<file path="src/rtl/cbuf_rr_ctrl.sv">
// -----------------------------------------------------------------------------
// cbuf_rr_ctrl
//   Front-end controller for a static circular buffer that has no internal
//   full/empty protection. It round-robin arbitrates NUMREQ producers onto the
//   single buffer push port and presents the buffer head to one consumer
//   through a valid/ready handshake. It tracks occupancy so the buffer is never
//   pushed when full or popped when empty, and it sequences a flush (drain).
//
// Optional feature macro: CBUF_CTRL_HWM_EN
//   When defined, adds output occ_hwm: the highest occupancy seen since reset
//   or since the last flush_done. When undefined, the port and register are
//   absent and all other behaviour is identical.
//
// Parameters
//   NUMELEM  buffer depth (must match the attached buffer)
//   BITDATA  element width (must match the attached buffer)
//   NUMREQ   number of producers, >= 2
//
// Ports
//   clk, rst    clock; synchronous active-high reset (also drives the buffer)
//   req_valid   per-producer data available
//   req_data    per-producer data, producer i at [i*BITDATA +: BITDATA]
//   req_ready   per-producer accept strobe (one-hot or zero)
//   buf_push    buffer push strobe
//   buf_din     buffer push data
//   buf_pop     buffer pop strobe
//   buf_dout    buffer head data
//   out_valid   head entry available to the consumer
//   out_data    head entry data (buf_dout passed through)
//   out_ready   consumer takes the head entry
//   flush       drain request, sampled only while running
//   flush_done  single-cycle pulse on the cycle the drain completes
//   occ         current occupancy, 0..NUMELEM
//   occ_hwm     occupancy high-water mark (CBUF_CTRL_HWM_EN only)
// -----------------------------------------------------------------------------
module cbuf_rr_ctrl #(
   parameter int NUMELEM = 4,
   parameter int BITDATA = 4,
   parameter int NUMREQ  = 3
) (
   input  logic                        clk,
   input  logic                        rst,
   input  logic [NUMREQ-1:0]           req_valid,
   input  logic [NUMREQ*BITDATA-1:0]   req_data,
   output logic [NUMREQ-1:0]           req_ready,
   output logic                        buf_push,
   output logic [BITDATA-1:0]          buf_din,
   output logic                        buf_pop,
   input  logic [BITDATA-1:0]          buf_dout,
   output logic                        out_valid,
   output logic [BITDATA-1:0]          out_data,
   input  logic                        out_ready,
   input  logic                        flush,
   output logic                        flush_done,
   output logic [$clog2(NUMELEM):0]    occ
`ifdef CBUF_CTRL_HWM_EN
   ,
   output logic [$clog2(NUMELEM):0]    occ_hwm
`endif
);

   localparam int OCC_W = $clog2(NUMELEM) + 1;
   localparam int PTR_W = $clog2(NUMREQ);

   localparam logic [0:0] ST_RUN   = 1'b0;
   localparam logic [0:0] ST_FLUSH = 1'b1;

   logic [0:0]         state_q, state_d;
   logic [OCC_W-1:0]   occ_q, occ_d;
   logic [PTR_W-1:0]   rr_ptr_q, rr_ptr_d;

   logic [BITDATA-1:0] req_word [NUMREQ];
   logic               grant_any;
   logic [PTR_W-1:0]   grant_idx;
   logic [PTR_W-1:0]   cand;
   logic               in_run;
   logic               in_flush;
   logic               occ_nz;
   logic               push_ok;

   for (genvar g = 0; g < NUMREQ; g++) begin : g_unpack
      assign req_word[g] = req_data[g*BITDATA +: BITDATA];
   end

   // Round-robin search starting just after the last granted producer.
   // Walking the offsets from farthest to nearest lets the nearest valid
   // requester overwrite any farther one, giving a priority order without
   // an early exit.
   always_comb begin
      grant_any = 1'b0;
      grant_idx = '0;
      cand      = '0;
      for (int k = NUMREQ; k >= 1; k--) begin
         cand = PTR_W'((int'(rr_ptr_q) + k) % NUMREQ);
         if (req_valid[cand]) begin
            grant_any = 1'b1;
            grant_idx = cand;
         end
      end
   end

   // All strobes are held low during the reset cycle regardless of state.
   assign in_run   = (state_q == ST_RUN)   && !rst;
   assign in_flush = (state_q == ST_FLUSH) && !rst;
   assign occ_nz   = (occ_q != '0);

   // No bypass: the head is only offered once it is actually in the buffer,
   // so out_valid depends on registered occupancy alone.
   assign out_valid = in_run & occ_nz;
   assign out_data  = buf_dout;

   // During a flush the head is discarded one entry per cycle.
   assign buf_pop = (out_valid & out_ready) | (in_flush & occ_nz);

   // A full buffer can still accept a push when the head leaves this cycle.
   assign push_ok  = (occ_q < OCC_W'(NUMELEM)) | buf_pop;
   assign buf_push = in_run & push_ok & grant_any;
   assign buf_din  = req_word[grant_idx];

   always_comb begin
      req_ready = '0;
      if (buf_push) req_ready[grant_idx] = 1'b1;
   end

   // In FLUSH with occ==1 the final entry is popped this cycle, so the drain
   // finishes now rather than one cycle later.
   assign flush_done = in_flush & (occ_q <= OCC_W'(1));

   assign occ = occ_q;

   always_comb begin
      state_d = state_q;
      if (state_q == ST_RUN && flush) state_d = ST_FLUSH;
      else if (flush_done)            state_d = ST_RUN;

      occ_d    = occ_q + OCC_W'(buf_push) - OCC_W'(buf_pop);
      rr_ptr_d = buf_push ? grant_idx : rr_ptr_q;
   end

   always_ff @(posedge clk) begin
      if (rst) begin
         state_q  <= ST_RUN;
         occ_q    <= '0;
         rr_ptr_q <= PTR_W'(NUMREQ - 1);
      end else begin
         state_q  <= state_d;
         occ_q    <= occ_d;
         rr_ptr_q <= rr_ptr_d;
      end
   end

`ifdef CBUF_CTRL_HWM_EN
   logic [OCC_W-1:0] hwm_q, hwm_d;

   // Tracks registered occupancy, so a new peak shows up one cycle after occ
   // rises. Completion of a flush starts a fresh measurement window.
   always_comb begin
      hwm_d = hwm_q;
      if (flush_done)         hwm_d = '0;
      else if (occ_q > hwm_q) hwm_d = occ_q;
   end

   always_ff @(posedge clk) begin
      if (rst) hwm_q <= '0;
      else     hwm_q <= hwm_d;
   end

   assign occ_hwm = hwm_q;
`endif

   a_pop_nonempty: assert property (@(posedge clk) disable iff (rst)
      buf_pop |-> (occ_q != '0));
   a_push_room: assert property (@(posedge clk) disable iff (rst)
      buf_push |-> ((occ_q < OCC_W'(NUMELEM)) || buf_pop));
   a_ready_onehot: assert property (@(posedge clk) disable iff (rst)
      $onehot0(req_ready));
   a_occ_bound: assert property (@(posedge clk) disable iff (rst)
      occ_q <= OCC_W'(NUMELEM));

endmodule

</file>
<file path="config.mk">
export PLATFORM = sky130hd
export DESIGN_NAME = cbuf_rr_ctrl
export DESIGN_NICKNAME = d
export VERILOG_FILES = /design/src/rtl/cbuf_rr_ctrl.sv
export SDC_FILE = /design/constraint.sdc
export NUM_CORES = 1
export LEC_CHECK = 0
export CORE_AREA = 4 4 50 52
export DETAILED_ROUTE_END_ITERATION = 12
export DIE_AREA = 0 0 54 56
export GPL_TIMING_DRIVEN = 1
export PLACE_DENSITY = 0.76
export SYNTH_ARGS = -nofsm -noshare
export SYNTH_HDL_FRONTEND = slang
export SYNTH_SLANG_ARGS = --single-unit
</file>
<file path="constraint.sdc">
create_clock -name clk -period 2 [get_ports clk]
set_input_delay 0.2 -clock clk [delete_from_list [all_inputs] [get_ports clk]]
set_output_delay 0.2 -clock clk [all_outputs]
set_load 0.01 [all_outputs]
</file>
### Yosys cells after proc, flatten, opt, wreduce, memory -nomap -nowiden

Cells that the tools add are included.

| cells by class | value |
|---|---|
| reductions and logical operators | 7 |
| muxes and demuxes | 20 |
| order comparisons | 8 |
| div/mod/pow operators | 3 |
| add/subtract/negate cells | 5 |
| bitwise operators | 10 |

Operator list:

| kind | number |
|---|---|
| 32-bit by 3-bit remainder unit with 32-bit output, second input constant | 3 |
| 2-bit by 3-bit < comparator with 1-bit output, second input constant | 4 |
| 1-bit 2-to-1 mux | 9 |
| 4-bit binary-select mux with 2-bit select | 1 |
| 4-bit 2-to-1 mux | 2 |
| 2-bit by 2-bit adder with 3-bit output, second input constant | 2 |
| 1-bit AND | 6 |
| 1-bit binary-select mux with 2-bit select | 3 |
| 2-bit 2-to-1 mux | 3 |
| 1-bit logical AND | 4 |
| 2-bit by 1-bit adder with 3-bit output, second input constant | 1 |
| 3-bit by 1-bit adder with 3-bit output | 1 |
| 3-bit >= comparator, second input constant | 1 |
| 3-bit by 1-bit <= comparator with 1-bit output, second input constant | 1 |
| 3-bit < comparator, second input constant | 1 |
| 3-bit 2-to-1 mux | 1 |
| 2-bit NOT with 3-bit output | 1 |
| 3-bit nonzero test | 1 |
| 3-bit by 1-bit subtractor with 3-bit output | 1 |
| 1-bit demux with 2-bit select | 1 |
| 2-bit by 1-bit >= comparator with 1-bit output, second input constant | 1 |
| 1-bit bitwise OR | 2 |
| 2-bit nonzero test | 1 |
| 1-bit logical NOT | 1 |
| 1-bit NOT | 1 |

| storage, ports and cells | value |
|---|---|
| output and inout port bits | 18 |
| word-level logic and storage cells | 56 |
| register bits | 6 |
| input port bits | 23 |

### Depth between registers and ports, before layout

| depth | value |
|---|---|
| word-level depth | 12 |
| mapped depth | 9 |
| mapped depth without buffers | 9 |

### Worst setup path after synthesis

OpenSTA, ideal clock, no wires.

| timing | value |
|---|---|
| path type | reg-to-reg |
| start | reg rr_ptr_q[0] |
| end | reg occ_q[1], in the netlist occ[1] |
| clock period less this slack | 2.264 ns |
| library setup time | 0.127 ns |
| stages on the path, launching flop included | 9 |
| data arrival time | 2.137 ns |
| slack | -0.264 ns |
| data required time | 1.873 ns |
| path buffers | 0 |
| cell sequence | dfxtp_1 -> inv_1 -> ha_1 -> nor2_1 -> o21ai_1 -> a221oi_2 -> ha_1 -> fa_1 -> nor2b_1 |

| between the ends | value |
|---|---|
| longest elaborated chain between the ends | 10 |

Ends and longest elaborated chain:

| element | line | text |
|---|---|---|
| start, declared | 70 | `logic [PTR_W-1:0] rr_ptr_q, rr_ptr_d;` |
| start signal, assigned | 144 | `rr_ptr_q <= PTR_W'(NUMREQ - 1);` |
| start signal, assigned | 148 | `rr_ptr_q <= rr_ptr_d;` |
| 2-bit by 2-bit adder with 3-bit output | 94 | `cand = PTR_W'((int'(rr_ptr_q) + k) % NUMREQ);` |
| 32-bit by 3-bit remainder unit with 32-bit output | 94 |  |
| 1-bit binary-select mux with 2-bit select | 95 | `if (req_valid[cand]) begin` |
| 1-bit 2-to-1 mux (not written as such) | 95 |  |
| 1-bit 2-to-1 mux (2 in a row) | 95 |  |
| 1-bit 2-to-1 mux (*) | 95 |  |
| 1-bit AND (*) | 117 | `assign buf_push = in_run & push_ok & grant_any;` |
| net buf_push | 46 | `output logic buf_push,` |
| 3-bit by 1-bit adder with 3-bit output (*) | 136 | `occ_d = occ_q + OCC_W'(buf_push) - OCC_W'(buf_pop);` |
| 3-bit by 1-bit subtractor with 3-bit output (*) | 136 |  |
| net occ_d[1] | 69 | `logic [OCC_W-1:0] occ_q, occ_d;` |
| end, declared | 69 |  |

Mark *: on every way through the listed nets, which the timed path passes. The rest lies on a longest branch. The select of a mux whose other input is x is not followed.
A chain may end at the register's enable or synchronous reset.

### Worst setup path after layout

| timing | value |
|---|---|
| start | reg rr_ptr_q[1] |
| end | out buf_din[0] |

| between the ends | value |
|---|---|
| longest elaborated chain between the ends | 11 |

Ends and longest elaborated chain:

| element | line | text |
|---|---|---|
| 2-bit by 2-bit adder with 3-bit output | 94 |  |
| 32-bit by 3-bit remainder unit with 32-bit output | 94 |  |
| 1-bit binary-select mux with 2-bit select | 95 |  |
| 1-bit 2-to-1 mux (not written as such) | 95 |  |
| 2-bit 2-to-1 mux (2 in a row) | 95 |  |
| 2-bit 2-to-1 mux (*) | 95 |  |
| 2-bit NOT with 3-bit output (not written as such) (*) | 118 | `assign buf_din = req_word[grant_idx];` |
| 4-bit binary-select mux with 2-bit select (*) | 118 |  |
| 4-bit 2-to-1 mux (not written as such) (*) (2 in a row) | 118 |  |
| end, declared | 47 | `output logic [BITDATA-1:0] buf_din,` |

Mark *: on every way between the ends. The rest lies on a longest branch, timed or not. The select of a mux whose other input is x is not followed.

==> results.md <==
- Met2 Resource Use GR: between 20% and 30%
- Initial antenna violation count: 0
- Worst Setup EP: buf_din[0]
- Startpoint types: register
- Num CTS Buffers: 3
- Via count: between 700 and 800
- Vias in the first global route: 783
- Post-synth EDFFs: 0
- Clock sinks: 6
- Detail Placement HPWL: roughly 1600 µm
- Worst r2r dst: occ[1]$_SDFF_PP0_
- Delay-heaviest family, CP: multiplexers
- Met1 usage: approximately 14%
- Mapped Nets: around 100
- All-layer global routing usage: 13.7%
- H-Tree Depth: 1
- Global route hottest layer: met2
- Antenna viol nets, final: 0
- Largest net degree at the start of global routing: 8
- Lkg Pwr: just over 0.0006 µW
- Wire per inst: approximately 13 µm
- Syn_area_per_cell: around 8.4 µm²
- Post-Synth Simple-Gate Area: 14.6%
- Mapped cell area: about 620 µm²
- # port buffers: 32
- Post-route DRC: 0
- DIE WIDTH: 54 µm
- Standard-cell row count: 17
- R2R depth: 9
- Clock Pin Slew Worst Setup and Hold Paths: about 0.040 ns
- Highest Clock Rate: between 400 and 500 MHz
- Routed WL: about 2100 µm
- Synth warn: 0
- Worst-margin pin slew: 0.302 ns
- Critical path's most frequent cell: buf_6
- Drt first pass iters: 2
- Compound-Gate Fraction of Synth Area: roughly a fifth
- CP bufs+invs: 3
- Synth Register Bits: 6
- Clock skew: between 0.007 and 0.008 ns
- Area of the core: 0.00211 mm²
- Netlist cell types: 27
- Vias per cell: ~4.7
- Die height: ~56 µm
- Cells after synthesis: 74
- Fraction of synthesized area in multiplexers: approximately 16%
- Worst path depth: 8
- Initial Util: between 20% and 30%
- Relative slew slack: 79.7%
- RSZ-0062 raised after global routing: yes
- Synth Flop Type: dfxtp_1
- Met3 usage: 1.07%
- Peak supply drop: around 0.54 mV
- N_diodes: 0
- CP Data Required Time: 1.80 ns
- Post-Synth Adder-Cell Area: between 15 and 20%
- CP max-delay cell: dfxtp_2
- Violated checks: negative setup slack
- Seq/Total Area, Yosys: approximately 19%
- Worst Path Class, Setup: register to output pin
- Cells along the critical path: buf_6 > ha_4 > maj3_2 > o221ai_4 > buf_6 > mux2_4 > mux2_4 > buf_6
- TNS Setup: -2.20 ns
- Synth Area in XOR/XNOR: 1.40%
- Cts hold-fix bufs: 0
- Hold WS: between 0.4 and 0.5 ns
- Share of layout cells above drive strength 1: a little over half
- Crit-path max FO: 3
- CTS root buf: clkbuf_4
- Worst r2r src: rr_ptr_q[1]$_SDFFE_PP1P_
- Ports: 41
- Gpl congestion: 0.660
- Starting DRT DRC Count: 5
- Max Buffers Root-to-Sink: 2
- Max-cap violation count: 0
- TritonCTS clock tree: done
- Area delta synth->final: 119%
- Crit path DAT: ~2.2 ns
- Crit end category: output pin
- Final worst slack: -0.360 ns
- Worst hold path type: input pin to output pin
- R2r setup slk: -0.18 ns
- Remaining Overflow, GRT: 0
- Final Max Tran Viols: 0
- Crit path launch: rr_ptr_q[1]$_SDFFE_PP1P_
- First-pass GRT wire length: about 3200 µm
- Status: complete, but fails checks
- Final hold vios: 0
- Clk Latency, worst-skew pair: about 0.25 ns
- Final worst path period need: between 2 and 2.5 ns
- Final setup viols: 11
- Period utilization: 118%
- Final net count: between 150 and 200
- PD cells: 842 mW/mm²
- Synth async-reset ratio: 0%
- Worst stage delay on the critical path: between 0.3 and 0.4 ns
- Largest family of logic cells by synthesized area: compound AO/OA/AOI/OAI gates
- Area of the die: between 0.003 and 0.004 mm²
-- state kept, by name, summed over array words and instances, names as in the netlist --
name and cells:
occ 3, rr_ptr_q 2, state_q 1
-- cell families (layout without fill, tap and decap cells) --
family	count (synthesis)	count (layout)
adders and majority gates	8	8
AOI/OAI and AO/OA	14	14
buffers and inverters	16	72
and+or+nand+nor	20	20
DFF	6	6
muxes	9	9
xor gates and xnor gates	1	1
-- power breakdown --
part           switching, µW  internal [µW]  total (µW)
Combinational            351            495         846
Sequential              34.7            157         191
Clock                   45.3           68.0         113
-- placed cells by master (no fill, tap or decap), types with 3 or more instances in the layout --
cell and count:
clkdlybuf4s50_1 23, buf_6 20, buf_4 13, mux2_4 9
inv_1 8, nor2_1 7, nor3_1 4, dfxtp_1 4
ha_1 3, ha_4 3, clkbuf_4 3
-- layout make-up --
type,count,area [µm²]
clock buffers,3,22.5
fillers,153,739
inverters,11,43.8
multi-input cells,52,576
flip-flops and latches,6,123
well taps,28,35.0
repair buffers,58,567
-- timing repair --
action                     4_1_cts  5_1_grt
buffers inserted                 9        3
setup endpoints to repair       13       12
resized for setup               69       10
pin swaps                       13       10
-- through the flow --
stage | cell area (µm²) | util [%] | total power (µW) | setup WS (ns) | cells
6_report | 1370 | 64.9 | 1150 | -0.360 | 158
4_1_cts | 1310 | 62.3 | 1130 | -0.387 | 156
3_5_place_dp | 1120 | 53.4 | 856 | -0.583 | 146
2_1_floorplan | 674 | - | 556 | -0.0576 | 74
3_3_place_gp | 1120 | 53.4 | 827 | -0.560 | 146
5_1_grt | 1370 | 64.9 | 1230 | -0.409 | 158
-- worst min-delay path by stage --
stage	cells past startpoint	slack (ns)	endpoint	start
2_1_floorplan	1	0.34	state_q$_SDFFE_PP0P_	flush
3_3_place_gp	0	0.40	out_data[0]	buf_dout[0]
3_5_place_dp	0	0.40	out_data[0]	buf_dout[0]
4_1_cts	0	0.40	out_data[0]	buf_dout[0]
5_1_grt	0	0.40	out_data[1]	buf_dout[1]
6_report	0	0.40	out_data[1]	buf_dout[1]
-- layer usage --
layer  routed length (µm)  vias up  part of all wire, %
li1                     -      364                    -
met1                  820      364                   39
met2                 1240       16                   58
met3                   41        2                  1.9
met4                   22        0                  1.0
met5                    0        -                    0
-- Yosys cell counts, types with 2 or more instances --
cell type | n | area (µm²)
a21oi_1 | 2 | 10.0
buf_4 | 4 | 30.0
dfxtp_1 | 6 | 120
ha_1 | 6 | 75.1
inv_1 | 11 | 41.3
mux2_1 | 4 | 45.0
mux2_2 | 5 | 56.3
nor2_1 | 11 | 41.3
nor2b_1 | 2 | 12.5
nor3_1 | 4 | 20.0
o21ai_0 | 2 | 10.0
o21ai_1 | 2 | 10.0
-- worst reg2reg max path, stage by stage (launching register included) --
cell and delay (ns):
dfxtp_2 0.32, buf_6 0.11, ha_4 0.29, buf_6 0.13, o31ai_4 0.08, a221oi_4 0.35, buf_6 0.16, ha_4 0.12
fa_2 0.41, nor2b_1 0.13
Power figures use the tool's default switching activity.
